[config.mk]
export PLATFORM = sky130hd
export DESIGN_NAME = egd_bitstream_ctrl
export DESIGN_NICKNAME = d
export VERILOG_FILES = /design/src/rtl/egd_pkg.sv /design/src/rtl/egd_bit_window.sv /design/src/rtl/egd_bitstream_ctrl.sv
export SDC_FILE = /design/constraint.sdc
export NUM_CORES = 1
export LEC_CHECK = 0
export BUFFER_PORTS_ARGS = -buffer_cell sky130_fd_sc_hd__buf_4
export CAP_MARGIN = 5
export CORE_MARGIN = 2
export CORE_UTILIZATION = 30
export DETAILED_ROUTE_END_ITERATION = 8
export PLACE_DENSITY_LB_ADDON = 0.3
export SLEW_MARGIN = 30
export SYNTH_ARGS = -nofsm -noshare
export SYNTH_HDL_FRONTEND = slang
export SYNTH_SLANG_ARGS = --single-unit
[constraint.sdc]
create_clock -name clk -period 3.9 [get_ports clk]
set_input_delay 0.195 -clock clk [delete_from_list [all_inputs] [get_ports clk]]
set_output_delay 0.195 -clock clk [all_outputs]
set_load 0.02 [all_outputs]
[src/rtl/egd_pkg.sv]
// Shared types and constants for the Exp-Golomb bitstream controller.
// Latency: n/a (declarations only).
// Backpressure: n/a.
package egd_pkg;

    localparam int WORD_W = 16;            // bitstream word width
    localparam int VAL_W  = 8;             // decoded value width
    localparam int LEN_W  = 5;             // codeword length width
    localparam int WIN_W  = 2 * WORD_W;    // window holds two words
    localparam int CNT_W  = 6;             // window fill count, 0..32

    // Sequencer states
    typedef enum logic [2:0] {
        IDLE   = 3'd0,
        FILL   = 3'd1,
        DECODE = 3'd2,
        OUTPUT = 3'd3,
        ERR    = 3'd4
    } state_t;

    // Decode-select codes; carried through to the decoder, never interpreted here
    localparam logic [1:0] SEL_UE  = 2'd0;
    localparam logic [1:0] SEL_SE  = 2'd1;
    localparam logic [1:0] SEL_TE  = 2'd2;
    localparam logic [1:0] SEL_FIX = 2'd3;

    // A codeword must consume at least one bit and no more than the decoder sees
    function automatic logic len_legal(input logic [LEN_W-1:0] len);
        return (len != '0) && (len <= LEN_W'(WORD_W));
    endfunction

endpackage

[src/rtl/egd_bit_window.sv]
// Left-aligned 32-bit bit window: consume shift from the top, word append below the valid bits.
// Latency: one cycle from consume/append to updated window and count.
// Backpressure: bs_ready drops once more than one word is buffered, in ERR, or during a flush.
module egd_bit_window
    import egd_pkg::*;
(
    input  logic              clk,
    input  logic              reset_n,
    input  logic              i_clr,        // synchronous flush
    input  logic              i_consume,    // drop i_len bits from the top this cycle
    input  logic [LEN_W-1:0]  i_len,
    input  logic              i_hold,       // sequencer in ERR: refuse words
    input  logic              i_bs_valid,
    input  logic [WORD_W-1:0] i_bs_word,
    output logic              o_bs_ready,
    output logic [WORD_W-1:0] o_window,
    output logic [CNT_W-1:0]  o_cnt
);

    logic [WIN_W-1:0] r_buf;
    logic [CNT_W-1:0] r_cnt;

    logic [WIN_W-1:0] w_buf_shift;
    logic [CNT_W-1:0] w_cnt_shift;
    logic [WIN_W-1:0] w_word_aligned;
    logic [WIN_W-1:0] w_buf_next;
    logic [CNT_W-1:0] w_cnt_next;
    logic             w_append;

    // Consume first, then place the incoming word right below the surviving bits
    always_comb begin
        w_buf_shift    = r_buf;
        w_cnt_shift    = r_cnt;
        if (i_consume) begin
            w_buf_shift = r_buf << i_len;
            w_cnt_shift = r_cnt - CNT_W'(i_len);
        end
        o_bs_ready     = (r_cnt <= CNT_W'(WORD_W)) && !i_hold && !i_clr;
        w_append       = i_bs_valid && o_bs_ready;
        // Bits below the valid count are zero, so OR-ing the aligned word is exact
        w_word_aligned = {i_bs_word, {WORD_W{1'b0}}} >> w_cnt_shift;
        w_buf_next     = w_buf_shift;
        w_cnt_next     = w_cnt_shift;
        if (w_append) begin
            w_buf_next = w_buf_shift | w_word_aligned;
            w_cnt_next = w_cnt_shift + CNT_W'(WORD_W);
        end
    end

    // Window and count registers; flush wins over any same-cycle activity
    always_ff @(posedge clk or negedge reset_n) begin
        if (!reset_n) begin
            r_buf <= '0;
            r_cnt <= '0;
        end else if (i_clr) begin
            r_buf <= '0;
            r_cnt <= '0;
        end else begin
            r_buf <= w_buf_next;
            r_cnt <= w_cnt_next;
        end
    end

    assign o_window = r_buf[WIN_W-1 -: WORD_W];
    assign o_cnt    = r_cnt;

    // The append guard (cnt<=16 before append) keeps the window from overfilling
    a_cnt_bound: assert property (@(posedge clk) disable iff (!reset_n) r_cnt <= CNT_W'(WIN_W));

endmodule

[src/rtl/egd_bitstream_ctrl.sv]
// Sequences one Exp-Golomb syntax element at a time over a 32-bit bit window.
// Latency: cmd accepted with >=16 bits buffered -> res_valid three cycles later.
// Backpressure: one command in flight; result held until res_ready; ERR blocks all input.
module egd_bitstream_ctrl
    import egd_pkg::*;
(
    input  logic              clk,
    input  logic              reset_n,
    input  logic              soft_clr,
    input  logic              bs_valid,
    input  logic [WORD_W-1:0] bs_word,
    output logic              bs_ready,
    input  logic              cmd_valid,
    input  logic [1:0]        cmd_sel,
    output logic              cmd_ready,
    output logic [WORD_W-1:0] dec_window,
    output logic [1:0]        dec_sel,
    input  logic [LEN_W-1:0]  dec_len,
    input  logic [VAL_W-1:0]  dec_value,
    output logic              res_valid,
    output logic [VAL_W-1:0]  res_value,
    output logic [1:0]        res_sel,
    input  logic              res_ready,
    output logic [CNT_W-1:0]  bits_avail,
    output logic              err
);

    state_t           r_state;
    state_t           w_state_next;
    logic [1:0]       r_dec_sel;
    logic [VAL_W-1:0] r_res_value;
    logic [1:0]       r_res_sel;
    logic             r_err;

    logic             w_len_ok;
    logic             w_cmd_acc;
    logic             w_consume;
    logic             w_set_err;
    logic             w_in_err;
    logic [CNT_W-1:0] w_cnt;

    assign w_len_ok = len_legal(dec_len);

    egd_bit_window u_window (
        .clk        (clk),
        .reset_n    (reset_n),
        .i_clr      (soft_clr),
        .i_consume  (w_consume),
        .i_len      (dec_len),
        .i_hold     (w_in_err),
        .i_bs_valid (bs_valid),
        .i_bs_word  (bs_word),
        .o_bs_ready (bs_ready),
        .o_window   (dec_window),
        .o_cnt      (w_cnt)
    );

    // State register
    always_ff @(posedge clk or negedge reset_n) begin
        if (!reset_n) begin
            r_state <= IDLE;
        end else begin
            r_state <= w_state_next;
        end
    end

    // Next state and handshake outputs; soft_clr overrides every transition
    always_comb begin
        w_state_next = r_state;
        cmd_ready    = 1'b0;
        res_valid    = 1'b0;
        w_in_err     = 1'b0;
        w_cmd_acc    = 1'b0;
        w_consume    = 1'b0;
        w_set_err    = 1'b0;
        case (r_state)
            IDLE: begin
                cmd_ready = 1'b1;
                w_cmd_acc = cmd_valid && !soft_clr;
                if (cmd_valid) begin
                    w_state_next = FILL;
                end
            end
            FILL: begin
                if (w_cnt >= CNT_W'(WORD_W)) begin
                    w_state_next = DECODE;
                end
            end
            DECODE: begin
                if (w_len_ok) begin
                    w_consume    = !soft_clr;
                    w_state_next = OUTPUT;
                end else begin
                    w_set_err    = !soft_clr;
                    w_state_next = ERR;
                end
            end
            OUTPUT: begin
                res_valid = 1'b1;
                if (res_ready) begin
                    w_state_next = IDLE;
                end
            end
            ERR: begin
                w_in_err = 1'b1;
            end
            default: begin
                w_state_next = IDLE;
            end
        endcase
        if (soft_clr) begin
            w_state_next = IDLE;
        end
    end

    // Command select latch, captured on accept
    always_ff @(posedge clk or negedge reset_n) begin
        if (!reset_n) begin
            r_dec_sel <= SEL_UE;
        end else if (w_cmd_acc) begin
            r_dec_sel <= cmd_sel;
        end
    end

    // Result register, loaded on a legal decode and held through OUTPUT
    always_ff @(posedge clk or negedge reset_n) begin
        if (!reset_n) begin
            r_res_value <= '0;
            r_res_sel   <= SEL_UE;
        end else if (w_consume) begin
            r_res_value <= dec_value;
            r_res_sel   <= r_dec_sel;
        end
    end

    // Sticky illegal-length flag, cleared only by flush or reset
    always_ff @(posedge clk or negedge reset_n) begin
        if (!reset_n) begin
            r_err <= 1'b0;
        end else if (soft_clr) begin
            r_err <= 1'b0;
        end else if (w_set_err) begin
            r_err <= 1'b1;
        end
    end

    assign dec_sel    = r_dec_sel;
    assign res_value  = r_res_value;
    assign res_sel    = r_res_sel;
    assign err        = r_err;
    assign bits_avail = w_cnt;

endmodule

==> results by group <==
Status
  – Status: finished clean

Drt
  – DRC viols: 0
  – Via count: 5968
  – Drt total wl: 20.29 mm
  – DR vias/cell: 5.794
  – First drt pass iteration count: 5
  – Routed wire length per instance: 19.70 um
  – Detail Route Antenna Nets: 0
  – DRT iter0 DRCs: 520

CTS
  – Max H-tree Level: 2
  – Clock latency on the worst-skew pair: 0.30 ns
  – TritonCTS Buffers: 5
  – Maximum clock insertion buffer count: 2
  – Postcts setup bufs: 0
  – CTS sink cnt: 54
  – CTS clk-pin slew, worst paths: 0.08 ns
  – CTS tree: built
  – CTS Root Cell: clkbuf_16

Timing
  – Worst Skew: 0.009216 ns
  – Slew @ Worst Pin: 0.8035 ns
  – RSZ-0062 raised after global routing: no
  – Setup violators final: 0
  – Worst slew margin: 46.17%
  – Max-slew violations: 0
  – Hold_ws: 0.08759 ns
  – Final hold vios: 0
  – F_max: 285.4 MHz
  – Fin crit period: 3.504 ns
  – Tcrit/Tclk final: 89.84%
  – Setup TNS: 0 ns

Global route
  – All-Layer GR Usage: 18.99%
  – Global-route wire length before repair: 32.66 mm
  – Vias in the first global route: 5685
  – Initial antenna violation count: 0
  – Grt ovf: 0
  – Pin count of the biggest net entering global routing: 55

Worst hold path
  – Worst hold-check path type: input pin to flop

Critical path
  – CP Max Fanout: 20
  – Worst R2R Setup Slack: 0.40 ns
  – Crit path DAT: 3.66 ns
  – Worst setup path start: u_window.o_cnt[0]$_DFF_PN0_
  – Most common cell on crit path: mux2_2
  – Setup crit end kind: flop
  – Reg2Reg Depth: 10
  – Worst path required time: 4.06 ns
  – CP Launch Type: flop
  – Worst r2r src: u_window.o_cnt[0]$_DFF_PN0_
  – Reg-to-Reg End: u_window.r_buf[2]$_DFF_PN0_
  – Crit-path slowest cell: a211o_1
  – Setup crit end: u_window.r_buf[2]$_DFF_PN0_
  – CP peak stage delay: 0.48 ns
  – Crit Path Category: flop to flop
  – Crit-path cells: inv_1 > ha_1 > buf_4 > and3_1 > a211o_1 > a221o_1 > mux2_2 > mux2_2 > a221oi_2 > o21ai_0

Synth
  – Top post-synthesis cells by area: dfrtp_1, mux4_2, nand2_1
  – Cell Area, Synth: 5988 sq um
  – Sequential share of the synthesized area: 22.57%
  – Cells after Synth: 736
  – Ys Warns: 0
  – Synth Flop Type: dfrtp_1
  – Post-Syn Nets: 779
  – Yosys reg bits: 54
  – Asr flop ratio synth: 100.0%
  – Synth cell types: 71
  – EDFF count, synth: 0
  – Count leader, synth: nand2_1
  – Most frequent cells after synthesis: nand2_1, nor2_1, dfrtp_1, o21ai_0, a21oi_1
  – Synthesized area per cell: 8.136 sq um
  – Synth top area share: 22.57%
  – Yosys top cell by area: dfrtp_1

Final layout
  – Area delta synth->final: 14.29%
  – Share of layout cells above drive strength 1: 22.48%
  – Fin nets: 807
  – Ant diodes: 0
  – Layout filler cell count: 2111
  – Post-layout util: 35.05%

Placed design
  – Port bufs: 74
  – DP HPWL: 15.32 mm
  – Final Wtd Congestion: 0.9217

Power and ir drop
  – P_sw: 0.8525 mW
  – Combinational Power Share: 42.3%
  – Worst ir drop on vdd: 0.1713 mV
  – LEAKAGE: 2.856 nW
  – Clock network power share: 22.7%
  – PwrDens: 316.5 nW/um^2
  – Internal cell power: 1.313 mW
  – Flop pwr share: 35.0%
  – Net Sw Frac: 39.36%

Die
  – DIE HEIGHT: 145.3 um
  – Row count: 51
  – Die area: 21110 sq um
  – Initial Util: 30.67%
  – I/O pin cnt: 75
  – CORE AREA: 19530 sq um
  – Die X: 145.3 um

Run
  – Max-cap violations: 0
==> power groups by stage <==
stage | Combinational, mW | Clock [mW] | Sequential, mW
final | 0.917 | 0.491 | 0.757
after global routing | 1.00 | 0.522 | 0.776
after CTS | 0.916 | 0.501 | 0.758
after detailed placement | 0.910 | 0 | 0.769
after global placement | 0.913 | 0 | 0.768
after floorplan | 0.542 | 0 | 0.806
==> cell usage in the layout (no fill, tap or decap), types with 25 or more instances in the layout <==
cell type  synthesis  routed
mux2_2            26      26
o21ai_0           48      48
dfrtp_1           54      54
a21oi_1           44      44
mux4_2            27      27
buf_4             17      98
nor3_1            25      25
mux2i_1           41      41
nand2_1          122     122
nor2_1            55      55
==> layer usage <==
layer	vias to the layer above	wire (um)	GRT usage [%]
met5	-	0	0
li1	2805	-	-
met4	0	535	5.147
met2	258	8751	28.82
met1	2869	9636	28.11
met3	36	1364	2.642
==> sequential cells by signal, summed over array words and instances, names as in the netlist <==
name and count:
dec_sel 2, err 1, u_window.o_cnt 6, res_value 8, res_sel 2, u_window.r_buf 32
r_state 3
==> area by class of cell <==
class,count,area (sq um),share of cell area (%)
clock inverter,1,8.758,0.1280
multi-input combinational,592,4209,61.50
clock buffer,7,152.6,2.230
sequential,54,1351,19.74
timing repair buffer,99,745.7,10.90
tap,265,331.6,4.845
inverter,12,45.04,0.6581
==> worst max-delay path: cells and delay by family (launching register included) <==
kind / cells / cell delay, ns
AND/OR/NAND/NOR: 1 / 0.18
flip-flops: 1 / 0.44
multiplexers: 2 / 0.64
buffers and inverters: 2 / 0.33
AO/OA/AOI/OAI: 4 / 1.46
adder cells (fa/ha/maj): 1 / 0.31
==> kinds of logic (layout without fill, tap and decap cells) <==
group,Yosys count,count (layout),synth area share (%)
xor+xnor,7,7,1.149
flops,54,54,22.57
fa+ha+maj,6,6,1.379
simple gates,279,279,21.73
buf+inv,90,119,7.146
compound gates,203,203,23.49
mux,97,97,22.54
==> per-stage QoR <==
stage                     total power [mW]  instances  area, sq um  setup slack (ns)
after floorplan                      1.347        736         5988            0.8833
after global placement               1.680       1021         6673            0.3313
after detailed placement             1.678       1021         6673            0.3412
after CTS                            2.174       1030         6844            0.3951
after global routing                 2.299       1030         6844            0.1748
final                                2.166       1030         6844            0.3961
==> timing repair <==
item                                   4_1_cts  5_1_grt
hold buffers                                 1        0
endpoints found under the hold margin       54        0
resized for setup                            0        0
==> worst min path at each step <==
stage,from,cells past startpoint,endpoint
detailed placement,reset_n,1,dec_sel[0]$_DFFE_PN0P_
global route,dec_value[5],3,res_value[5]$_DFFE_PN0N_
global placement,reset_n,1,dec_sel[0]$_DFFE_PN0P_
floorplan,reset_n,0,dec_sel[0]$_DFFE_PN0P_
CTS,dec_value[6],3,res_value[6]$_DFFE_PN0N_
finish,dec_value[6],3,res_value[6]$_DFFE_PN0N_
Power figures use the tool's default switching activity.
